`config.mk`:
```
export PLATFORM = sky130hd
export DESIGN_NAME = mem_port_arbiter_flat
export DESIGN_NICKNAME = d
export VERILOG_FILES = /design/src/rtl/mem_arb_pkg.sv /design/src/rtl/mem_port_arbiter_if.sv /design/src/rtl/mem_arb_pick.sv /design/src/rtl/mem_port_arbiter.sv /design/src/flat_wrapper.sv
export SDC_FILE = /design/constraint.sdc
export NUM_CORES = 1
export LEC_CHECK = 0
export ABC_AREA = 1
export BUFFER_PORTS_ARGS = -buffer_cell sky130_fd_sc_hd__clkbuf_2
export CAP_MARGIN = 15
export CORE_AREA = 2 2 105 107
export CTS_BUF_LIST = sky130_fd_sc_hd__clkbuf_8
export DETAILED_ROUTE_END_ITERATION = 8
export DIE_AREA = 0 0 107 109
export PLACE_DENSITY = 0.69
export SETUP_SLACK_MARGIN = 0.2
export SLEW_MARGIN = 20
export SYNTH_ARGS = -nofsm -noshare
export SYNTH_HDL_FRONTEND = slang
export SYNTH_SLANG_ARGS = --single-unit
export TNS_END_PERCENT = 30
```
`constraint.sdc`:
```
create_clock -name clk -period 1.8 [get_ports clk]
set_input_delay 0.18 -clock clk [delete_from_list [all_inputs] [get_ports clk]]
set_output_delay 0.18 -clock clk [all_outputs]
set_load 0.05 [all_outputs]
```
`src/rtl/mem_arb_pkg.sv`:
```
// mem_arb_pkg: shared types and constants for the memory port arbiter.
// Imported by the arbiter, its picker and its interface users.
package mem_arb_pkg;

  typedef enum logic {
    IDLE = 1'b0,
    WAIT = 1'b1
  } state_e;

  localparam logic OWN_IF = 1'b0;
  localparam logic OWN_D  = 1'b1;

  localparam int LAT_W = 3;

endpackage

```
`src/rtl/mem_port_arbiter_if.sv`:
```
// mem_port_arbiter_if: requester and memory side signals of the arbiter.
// slave = arbiter view, master = requesters/memory view.
interface mem_port_arbiter_if #(
  parameter int ADDR_W = 32,
  parameter int DATA_W = 32
);
  logic              if_req;
  logic [ADDR_W-1:0] if_addr;
  logic              if_gnt;
  logic              if_rvalid;
  logic [DATA_W-1:0] if_rdata;

  logic              d_req;
  logic              d_we;
  logic [ADDR_W-1:0] d_addr;
  logic [DATA_W-1:0] d_wdata;
  logic              d_gnt;
  logic              d_rvalid;
  logic [DATA_W-1:0] d_rdata;

  logic              mem_en;
  logic              mem_we;
  logic [ADDR_W-1:0] mem_addr;
  logic [DATA_W-1:0] mem_wdata;
  logic [DATA_W-1:0] mem_rdata;

  modport slave (
    input  if_req, if_addr,
    output if_gnt, if_rvalid, if_rdata,
    input  d_req, d_we, d_addr, d_wdata,
    output d_gnt, d_rvalid, d_rdata,
    output mem_en, mem_we, mem_addr, mem_wdata,
    input  mem_rdata
  );

  modport master (
    output if_req, if_addr,
    input  if_gnt, if_rvalid, if_rdata,
    output d_req, d_we, d_addr, d_wdata,
    input  d_gnt, d_rvalid, d_rdata,
    input  mem_en, mem_we, mem_addr, mem_wdata,
    output mem_rdata
  );
endinterface

```
`src/rtl/mem_arb_pick.sv`:
```
// mem_arb_pick: combinational winner selection for the memory port.
// ARB_ROUND_ROBIN_EN: tie goes to the loser of the last grant.
module mem_arb_pick
  import mem_arb_pkg::*;
(
  input  logic if_req_i,
  input  logic d_req_i,
  input  logic starve_sat_i,
  input  logic last_own_i,
  output logic any_o,
  output logic own_o
);

`ifdef ARB_ROUND_ROBIN_EN
  logic unused_sat;
  assign unused_sat = starve_sat_i;
`else
  logic unused_last;
  assign unused_last = last_own_i;
`endif

  // pick owner; a lone requester always wins
  always_comb begin
    any_o = if_req_i | d_req_i;
    own_o = OWN_IF;
    unique case (1'b1)
      (if_req_i && d_req_i): begin
`ifdef ARB_ROUND_ROBIN_EN
        own_o = (last_own_i == OWN_IF) ? OWN_D : OWN_IF;
`else
        own_o = starve_sat_i ? OWN_IF : OWN_D;
`endif
      end
      (d_req_i && !if_req_i): own_o = OWN_D;
      default:                own_o = OWN_IF;
    endcase
  end

endmodule

```
`src/rtl/mem_port_arbiter.sv`:
```
// mem_port_arbiter: shares one fixed-latency memory between IF and MEM.
// Optional macro ARB_ROUND_ROBIN_EN replaces the starvation escape.
module mem_port_arbiter
  import mem_arb_pkg::*;
#(
  parameter int ADDR_W     = 32,
  parameter int DATA_W     = 32,
  parameter int MEM_LAT    = 2,
  parameter int STARVE_MAX = 4
) (
  input  logic              clk,
  input  logic              rst,
  mem_port_arbiter_if.slave bus
);

  state_e             state_q, state_d;
  logic [LAT_W-1:0]   cnt_q, cnt_d;
  logic               own_q, we_q;
  logic               any_req, win_own;
  logic               grant, done;
  logic               gnt_if, gnt_d;
  logic               starve_sat, last_own;
  logic               if_rvalid_q, d_rvalid_q;
  logic [DATA_W-1:0]  if_rdata_q, d_rdata_q;
  logic [ADDR_W-1:0]  addr_sel;

`ifdef ARB_ROUND_ROBIN_EN
  logic last_q;
  assign starve_sat = 1'b0;
  assign last_own   = last_q;

  // remember the most recent winner for tie-breaks
  always_ff @(posedge clk) begin
    if (rst)        last_q <= OWN_IF;
    else if (grant) last_q <= win_own;
  end
`else
  logic [3:0] starve_q;
  assign starve_sat = (starve_q == 4'(STARVE_MAX));
  assign last_own   = OWN_IF;

  // count IF losses; saturate, clear on any IF grant
  always_ff @(posedge clk) begin
    if (rst)
      starve_q <= '0;
    else if (gnt_if)
      starve_q <= '0;
    else if (gnt_d && bus.if_req && !starve_sat)
      starve_q <= starve_q + 4'd1;
  end
`endif

  mem_arb_pick u_pick (
    .if_req_i     (bus.if_req),
    .d_req_i      (bus.d_req),
    .starve_sat_i (starve_sat),
    .last_own_i   (last_own),
    .any_o        (any_req),
    .own_o        (win_own)
  );

  assign grant  = (state_q == IDLE) && any_req && !rst;
  assign gnt_if = grant && (win_own == OWN_IF);
  assign gnt_d  = grant && (win_own == OWN_D);
  assign done   = (state_q == WAIT) && (cnt_q == '0);

  // state and latency counter register
  always_ff @(posedge clk) begin
    if (rst) begin
      state_q <= IDLE;
      cnt_q   <= '0;
    end else begin
      state_q <= state_d;
      cnt_q   <= cnt_d;
    end
  end

  // next state: count down the fixed memory latency
  always_comb begin
    state_d = state_q;
    cnt_d   = cnt_q;
    unique case (state_q)
      IDLE: begin
        if (grant) begin
          state_d = WAIT;
          cnt_d   = LAT_W'(MEM_LAT - 1);
        end
      end
      WAIT: begin
        if (cnt_q == '0) state_d = IDLE;
        else             cnt_d   = cnt_q - LAT_W'(1);
      end
      default: state_d = IDLE;
    endcase
  end

  // grant and memory strobe outputs, driven from the winner
  always_comb begin
    addr_sel      = '0;
    bus.mem_wdata = '0;
    bus.mem_we    = 1'b0;
    bus.if_gnt    = gnt_if;
    bus.d_gnt     = gnt_d;
    bus.mem_en    = grant;
    if (gnt_d) begin
      addr_sel      = bus.d_addr;
      bus.mem_wdata = bus.d_wdata;
      bus.mem_we    = bus.d_we;
    end else if (gnt_if) begin
      addr_sel = bus.if_addr;
    end
    bus.mem_addr = addr_sel;
  end

  // owner latch and response registers
  always_ff @(posedge clk) begin
    if (rst) begin
      own_q       <= OWN_IF;
      we_q        <= 1'b0;
      if_rvalid_q <= 1'b0;
      d_rvalid_q  <= 1'b0;
      if_rdata_q  <= '0;
      d_rdata_q   <= '0;
    end else begin
      if_rvalid_q <= done && (own_q == OWN_IF);
      d_rvalid_q  <= done && (own_q == OWN_D);
      if (grant) begin
        own_q <= win_own;
        we_q  <= gnt_d && bus.d_we;
      end
      if (done && (own_q == OWN_IF))
        if_rdata_q <= bus.mem_rdata;
      if (done && (own_q == OWN_D))
        d_rdata_q <= we_q ? '0 : bus.mem_rdata;
    end
  end

  assign bus.if_rvalid = if_rvalid_q;
  assign bus.if_rdata  = if_rdata_q;
  assign bus.d_rvalid  = d_rvalid_q;
  assign bus.d_rdata   = d_rdata_q;

endmodule

```
`src/flat_wrapper.sv`:
```
// flat-port wrapper written by rule: the top's interface ports become plain ports
module mem_port_arbiter_flat import mem_arb_pkg::*;
#(
  parameter int ADDR_W     = 32,
  parameter int DATA_W     = 32,
  parameter int MEM_LAT    = 2,
  parameter int STARVE_MAX = 4
)
  (clk, rst, bus_if_req, bus_if_addr, bus_if_gnt, bus_if_rvalid, bus_if_rdata, bus_d_req, bus_d_we, bus_d_addr, bus_d_wdata, bus_d_gnt, bus_d_rvalid, bus_d_rdata, bus_mem_en, bus_mem_we, bus_mem_addr, bus_mem_wdata, bus_mem_rdata);
  mem_port_arbiter_if #(.ADDR_W(ADDR_W), .DATA_W(DATA_W)) bus_i ();
  input  logic clk;
  input  logic rst;
  input wire logic [$bits(bus_i.if_req)-1:0] bus_if_req;
  input wire logic [$bits(bus_i.if_addr)-1:0] bus_if_addr;
  output wire logic [$bits(bus_i.if_gnt)-1:0] bus_if_gnt;
  output wire logic [$bits(bus_i.if_rvalid)-1:0] bus_if_rvalid;
  output wire logic [$bits(bus_i.if_rdata)-1:0] bus_if_rdata;
  input wire logic [$bits(bus_i.d_req)-1:0] bus_d_req;
  input wire logic [$bits(bus_i.d_we)-1:0] bus_d_we;
  input wire logic [$bits(bus_i.d_addr)-1:0] bus_d_addr;
  input wire logic [$bits(bus_i.d_wdata)-1:0] bus_d_wdata;
  output wire logic [$bits(bus_i.d_gnt)-1:0] bus_d_gnt;
  output wire logic [$bits(bus_i.d_rvalid)-1:0] bus_d_rvalid;
  output wire logic [$bits(bus_i.d_rdata)-1:0] bus_d_rdata;
  output wire logic [$bits(bus_i.mem_en)-1:0] bus_mem_en;
  output wire logic [$bits(bus_i.mem_we)-1:0] bus_mem_we;
  output wire logic [$bits(bus_i.mem_addr)-1:0] bus_mem_addr;
  output wire logic [$bits(bus_i.mem_wdata)-1:0] bus_mem_wdata;
  input wire logic [$bits(bus_i.mem_rdata)-1:0] bus_mem_rdata;
  assign bus_i.if_req = bus_if_req;
  assign bus_i.if_addr = bus_if_addr;
  assign bus_if_gnt = bus_i.if_gnt;
  assign bus_if_rvalid = bus_i.if_rvalid;
  assign bus_if_rdata = bus_i.if_rdata;
  assign bus_i.d_req = bus_d_req;
  assign bus_i.d_we = bus_d_we;
  assign bus_i.d_addr = bus_d_addr;
  assign bus_i.d_wdata = bus_d_wdata;
  assign bus_d_gnt = bus_i.d_gnt;
  assign bus_d_rvalid = bus_i.d_rvalid;
  assign bus_d_rdata = bus_i.d_rdata;
  assign bus_mem_en = bus_i.mem_en;
  assign bus_mem_we = bus_i.mem_we;
  assign bus_mem_addr = bus_i.mem_addr;
  assign bus_mem_wdata = bus_i.mem_wdata;
  assign bus_i.mem_rdata = bus_mem_rdata;
  mem_port_arbiter #(.ADDR_W(ADDR_W), .DATA_W(DATA_W), .MEM_LAT(MEM_LAT), .STARVE_MAX(STARVE_MAX)) u_core (.clk(clk), .rst(rst), .bus(bus_i));
endmodule
```
==> flow_summary.ini, run 1 <==
[status]
run_status = finished with violations
violations = negative setup slack

[clock_network]
cts_tree = yes
clockBufferDepth = 2
clock_insertion_delay_worst_skew_ns = 0.35
cts_buffers = 9
clock_tree.root_cell = clkbuf_8
cts.hold.buffers_added = 0
clock_slew_seen_by_the_registers_of_the_worst_setup_and_hold_paths_ns = 0.08
cts-htree-levels = 3
cts.sinks = 76

[logic_synthesis]
synth_cells = 535
yosysSeqAreaShare_pct = 43.4
post_synth_instance_area_mm2 = 0.00351
ys_ff_latch = 76
yosys.cell_types.count = 23
avgSynthCellArea_um2 = 6.56
ys_warn_count = 0
postSynthNetCount = 672

[setup_path]
worstReg2RegStart = u_core.cnt_q[0]
setup.worst_path.start = u_core.starve_q[0]
timing.critical_path.to_type = output pin
critical_path.max_fanout = 9
cp_data_arrival_time_ns = 1.83
crit_type = register to output pin
worst-endpoint-required_ns = 1.62
worst_setup_path_start_kind = register

[job]
max-cap-violations = 0

[global_route]
grt_first_pass_wirelength_um = 23000
first_global_vias = 4336
grt.met2_usage_pct = 41.5
grt.met1_usage_pct = 30.0
antenna_found_initial = 0
maximum_number_of_pins_on_one_net_before_global_route_repair = 46
grtUsageMet3_pct = 10.0
globalRouteOverflowTotal = 0
grt_most_used_layer = met2
global_route_usage_over_all_layers_pct = 26.0

[timing]
min_clock_period_post_route_ns = 2.01
final-hold-violation-count = 0
tightest_slew_ns = 0.419
slew_headroom_pct = 72.1
setup_slack_after_layout_ns = -0.212
fmax_mhz = 497
setup_violations = 67
timing.final.max_slew_violations = 0
worst_clock_skew_ns = 0.00850
grt_setup_unrepaired = yes
final.period_utilization_pct = 112

[cells_and_area]
layout.cell_area.non_filler_mm2 = 0.00677
top_library_cells_by_usage_in_the_layout_fill_and_taps_aside = clkbuf_2 (198), nand2_1 (86), dfxtp_1 (74)
post_route_cells_drive_above_1_share_pct = 51.7
syn_to_final_growth_pct = 92.8
final_util_pct = 63.8
layout_commonest_cell = clkbuf_2
final_net_count = 945

[die]
starting_density_of_the_core_pct = 33.1
i_o_pin_count = 267
fp.dieW_um = 107
dieHeight_um = 109
placement_rows = 38
die-area_mm2 = 0.0117
core_area_mm2 = 0.0106

[place]
dpl-instance-area_mm2 = 0.00564
finalWeightedCongestion = 0.804
detailed_place_hpwl_um = 10400
io_buffer_count = 266

[drt]
routed_wl_um = 15800
drt_pre_antenna_iters = 4
num_vias = 4452
antenna_left = 0
via_per_inst = 4.67
drt_iter0_markers = 255
wire_per_inst_um = 16.6
drc_errors = 0

[min_path]
worstHoldStart = bus_mem_rdata[25]
min-delay-path-class = input port to register

[power_and_ir_drop]
power.leakage_nw = 3.48
power_density_mw_per_mm2 = 717
worst_ir_drop_vdd_mv = 0.605
worst max-delay path, cell delays in order, from the launching register on:
cell and delay, ns:
dfxtp_2 0.33, inv_2 0.08, ha_4 0.13, nand3_2 0.07, nand2_2 0.08, nand2_4 0.08, nand2_8 0.22, clkinv_8 0.13
nand2_1 0.13, nand2_4 0.06, clkbuf_8 0.17
final timing paths:
check | end | slack (ns) | depth (start not counted)
setup / recovery | bus_mem_addr[25] | -0.21 | 10
hold / removal | u_core.bus.if_rdata[25] | 0.07 | 3
setup reg to reg | u_core.bus.d_rdata[26] | 0.28 | 9
hold reg to reg | u_core.we_q | 0.47 | 2
per-layer routing:
metal	wire, µm	vias up
li1	-	2205
met5	0	-
met4	769	0
met1	6110	1964
met2	7600	222
met3	1330	61
layout make-up:
| type | instances | area (µm²) |
|---|---|---|
| Tap cell | 140 | 175 |
| Timing Repair inverter | 3 | 41.3 |
| Multi-Input combinational cell | 374 | 2130 |
| Fill cell | 888 | 3840 |
| Timing Repair Buffer | 291 | 2490 |
| Inverter | 53 | 214 |
| Clock buffer | 11 | 151 |
| Antenna cell | 1 | 2.50 |
| Clock inverter | 5 | 36.3 |
| Sequential cell | 76 | 1520 |
report_power, final:
group	internal, mW	total, mW	leakage, nW	switching (mW)
Sequential	1.78	1.83	0.618	0.0467
Combinational	0.638	1.82	2.77	1.18
Clock	0.578	1.21	0.0993	0.627
Total	2.99	4.85	3.48	1.86
what timing repair did:
item,4_1_cts,5_1_grt
setup endpoints to repair,68,116
cloned,4,2
pin swaps,6,3
resized for setup,148,59
buffers inserted,1,2
synth_stat cells:
library cell	count	area, µm²
buf_6	3	33.8
clkinv_2	1	5.00
o22ai_1	2	12.5
a21oi_1	4	20.0
nand4_1	4	25.0
inv_2	1	3.75
o21ai_0	64	320
buf_2	12	60.1
nor2_2	1	6.26
nor2_4	1	11.3
o211ai_1	1	7.51
xor2_1	1	8.76
clkbuf_1	12	45.0
buf_1	2	7.51
inv_1	51	191
dfxtp_1	76	1520
buf_4	3	22.5
ha_1	4	50.1
nand2_1	147	552
nor2_1	107	402
nand3_1	35	175
nor3_4	1	16.3
nand2_2	2	12.5
through the flow:
stage / cells / hold WS, ns / TNS [ns] / power [mW] / setup WS, ns
after floorplan: 535 / 0.315 / -0.0278 / 2.89 / -0.00731
after global placement: 928 / 0.421 / 0 / 3.37 / 0.0317
after detailed placement: 928 / 0.428 / -0.00133 / 3.38 / -0.00133
after CTS: 949 / 0.0442 / -10.78 / 4.82 / -0.206
after global routing: 953 / 0.0585 / -17.18 / 5.07 / -0.321
final: 954 / 0.0669 / -9.89 / 4.85 / -0.212
flip-flops by register name, indices dropped and copies added (netlist names):
register              count
u_core.bus.d_rdata       32
u_core.bus.if_rdata      32
u_core.starve_q           4
u_core.cnt_q              3
u_core.bus.d_rvalid       1
u_core.bus.if_rvalid      1
u_core.own_q              1
u_core.state_q            1
u_core.we_q               1
cells by family after synthesis:
family / synth area share [%]
DFF: 43.4
xor gates and xnor gates: 0.250
adders and majority gates: 1.43
AOI/OAI and AO/OA: 10.3
buffers and inverters: 10.5
and+or+nand+nor: 34.2
Power figures use the tool's default switching activity.
==> run 2, diff against run 1 <==
CORE_AREA = 2 2 103 105   (was 2 2 105 107)
CTS_BUF_LIST = default   (was sky130_fd_sc_hd__clkbuf_8)
DIE_AREA = 0 0 105 107   (was 0 0 107 109)
GPL_TIMING_DRIVEN = 0   (was default)
PLACE_DENSITY = 0.71   (was 0.69)
==> run 2 against run 1 <==
Effect of this change:
- the flow still finishes with violations (negative setup slack)
- wire length up 3.1%
- die area down 3.7%
- sequential power about the same
- core utilization up 6.9 points
- via count up 5.2%
- critical path depth up 1
- clock-buffer cell count down 1
- flip-flop and latch count unchanged
- sequential share of layout area down 1.2 points
- clock skew up 0.0059 ns
- clock power up 19%
==> flow_summary.ini, run 2 (same netlist as run 1, synthesis figures left out) <==
[min_path]
min-delay-path-class = input port to register

[power_and_ir_drop]
switching_power_mw = 1.89
switching_share_pct = 36.1
power_density_mw_per_mm2 = 733
worst_ir_drop_vdd_mv = 0.614
power.leakage_nw = 3.63
clock_power_share_pct = 27.5
fin_total_pwr_mw = 5.23
pwr-share-seq_pct = 35.0
power.combinational.fraction_pct = 37.5
cell_internal_pwr_mw = 3.34

[setup_path]
crit_type = register to output pin
timing.critical_path.to_type = output pin
regToRegSetupSlack_ns = 0.28
critical_path.max_fanout = 10
worst_setup_path_start_kind = register
cp_data_arrival_time_ns = 1.88
worst-endpoint-required_ns = 1.62

[place]
io_buffer_count = 265
preCtsSetupSlack_ns = -0.222
finalWeightedCongestion = 0.862
dpl-instance-area_mm2 = 0.00539
detailed_place_hpwl_um = 10900

[clock_network]
cts.sinks = 76
clock_insertion_delay_worst_skew_ns = 0.35
cts.hold.buffers_added = 0
cts_buffers = 9
cts_tree = yes
clock_tree.root_cell = clkbuf_8
cts-htree-levels = 3
clock_slew_seen_by_the_registers_of_the_worst_setup_and_hold_paths_ns = 0.09
clockBufferDepth = 2

[die]
starting_density_of_the_core_pct = 34.8
die-area_mm2 = 0.0112
dieHeight_um = 107
placement_rows = 37
core_area_mm2 = 0.0101
i_o_pin_count = 267
fp.dieW_um = 105

[drt]
drt_pre_antenna_iters = 4
antenna_left = 0
routed_wl_um = 16300
drt_iter0_markers = 284
num_vias = 4682
wire_per_inst_um = 16.8
via_per_inst = 4.82
drc_errors = 0

[cells_and_area]
top_library_cells_by_usage_in_the_layout_fill_and_taps_aside = clkbuf_2 (197), nand2_1 (101), dfxtp_1 (74)
register_area_mm2 = 0.00152
layout.cell_area.non_filler_mm2 = 0.00714
layout_commonest_cell = clkbuf_2
final_net_count = 969
post_route_cells_drive_above_1_share_pct = 51.2
nFillCells = 761
antennaDiodeCount = 0
syn_to_final_growth_pct = 103
multi_input_logic_area_mm2 = 0.00213

[global_route]
grt_first_pass_wirelength_um = 23500
global_route_usage_over_all_layers_pct = 26.4
antenna_found_initial = 0
maximum_number_of_pins_on_one_net_before_global_route_repair = 14
globalRouteOverflowTotal = 0
first_global_vias = 4640

[timing]
setup_slack_after_layout_ns = -0.258
tightest_slew_ns = 0.438
worst_clock_skew_ns = 0.0144
grt_setup_unrepaired = yes
fmax_mhz = 486
final-hold-violation-count = 0
setup_violations = 65
slew_headroom_pct = 70.8
min_clock_period_post_route_ns = 2.06
final.period_utilization_pct = 114
timing.final.max_slew_violations = 0

[job]
max-cap-violations = 0

[status]
run_status = finished with violations
violations = negative setup slack
[run 2: changes by cell type in the layout (fill, tap and decap cells not counted), sizes merged]
cell / change
clkbuf: +22
clkinv: -7
buf: +4
bufinv: +2
clkinvlp: +1
diode: -1
inv: +1
[run 2: per-stage QoR]
step / std cells / hold WS [ns] / utilization (%) / TNS [ns]
floorplan: 535 / 0.315 / - / -0.0278
global placement: 936 / 0.426 / 53.4 / -4.23
detailed placement: 936 / 0.429 / 53.4 / -7.48
CTS: 960 / 0.0650 / 67.0 / -9.99
global route: 972 / 0.0693 / 70.7 / -16.15
finish: 972 / 0.0790 / 70.7 / -10.99
[run 2: routing by layer]
metal | share of wire (%) | GRT usage, % | vias to the layer above
li1 | - | - | 2249
met1 | 36 | 27.0 | 2140
met2 | 51 | 48.5 | 238
met3 | 8.6 | 9.12 | 55
met4 | 5.0 | 12.1 | 0
met5 | 0 | 0 | -
[run 2: what timing repair did]
item,4_1_cts,5_1_grt
setup endpoints to repair,128,129
gates resized for setup,212,95
gates cloned,2,4
pin swaps,10,23
buffers inserted,7,8
[run 2: path summary, 6_finish.rpt]
kind | depth (start not counted) | startpoint | endpoint
setup reg to reg | 11 | u_core.starve_q[0] | u_core.starve_q[2]
hold reg to reg | 2 | u_core.starve_q[3] | u_core.starve_q[3]
setup / recovery | 11 | u_core.starve_q[0] | bus_mem_addr[13]
hold / removal | 3 | bus_mem_rdata[5] | u_core.bus.if_rdata[5]
[run 2: critical path, stage by stage (launching register included)]
cell	delay [ns]
dfxtp_2	0.33
inv_2	0.07
ha_4	0.13
nand3_4	0.08
nand2_4	0.10
nand2_8	0.07
nand2_8	0.11
clkinv_8	0.08
buf_6	0.14
nand2_1	0.15
nand2_2	0.09
clkbuf_16	0.18
[run 2: power groups by stage]
| stage | registers [mW] | logic [mW] | clock network (mW) |
|---|---|---|---|
| 3_5_place_dp | 1.87 | 1.47 | 0 |
| 3_3_place_gp | 1.86 | 1.45 | 0 |
| 2_1_floorplan | 2.15 | 0.742 | 0 |
| 4_1_cts | 1.83 | 1.80 | 1.46 |
| 6_report | 1.83 | 1.96 | 1.44 |
| 5_1_grt | 1.84 | 2.06 | 1.54 |
[run 2: cell type report]
type,instances,share of cell area [%]
clock buffers,10,1.93
clock inverters,5,1.19
inverters,53,3.03
plain buffers,32,4.17
well taps,136,2.38
multi-input cells,374,29.8
flip-flops and latches,76,21.4
repair buffers,286,36.1
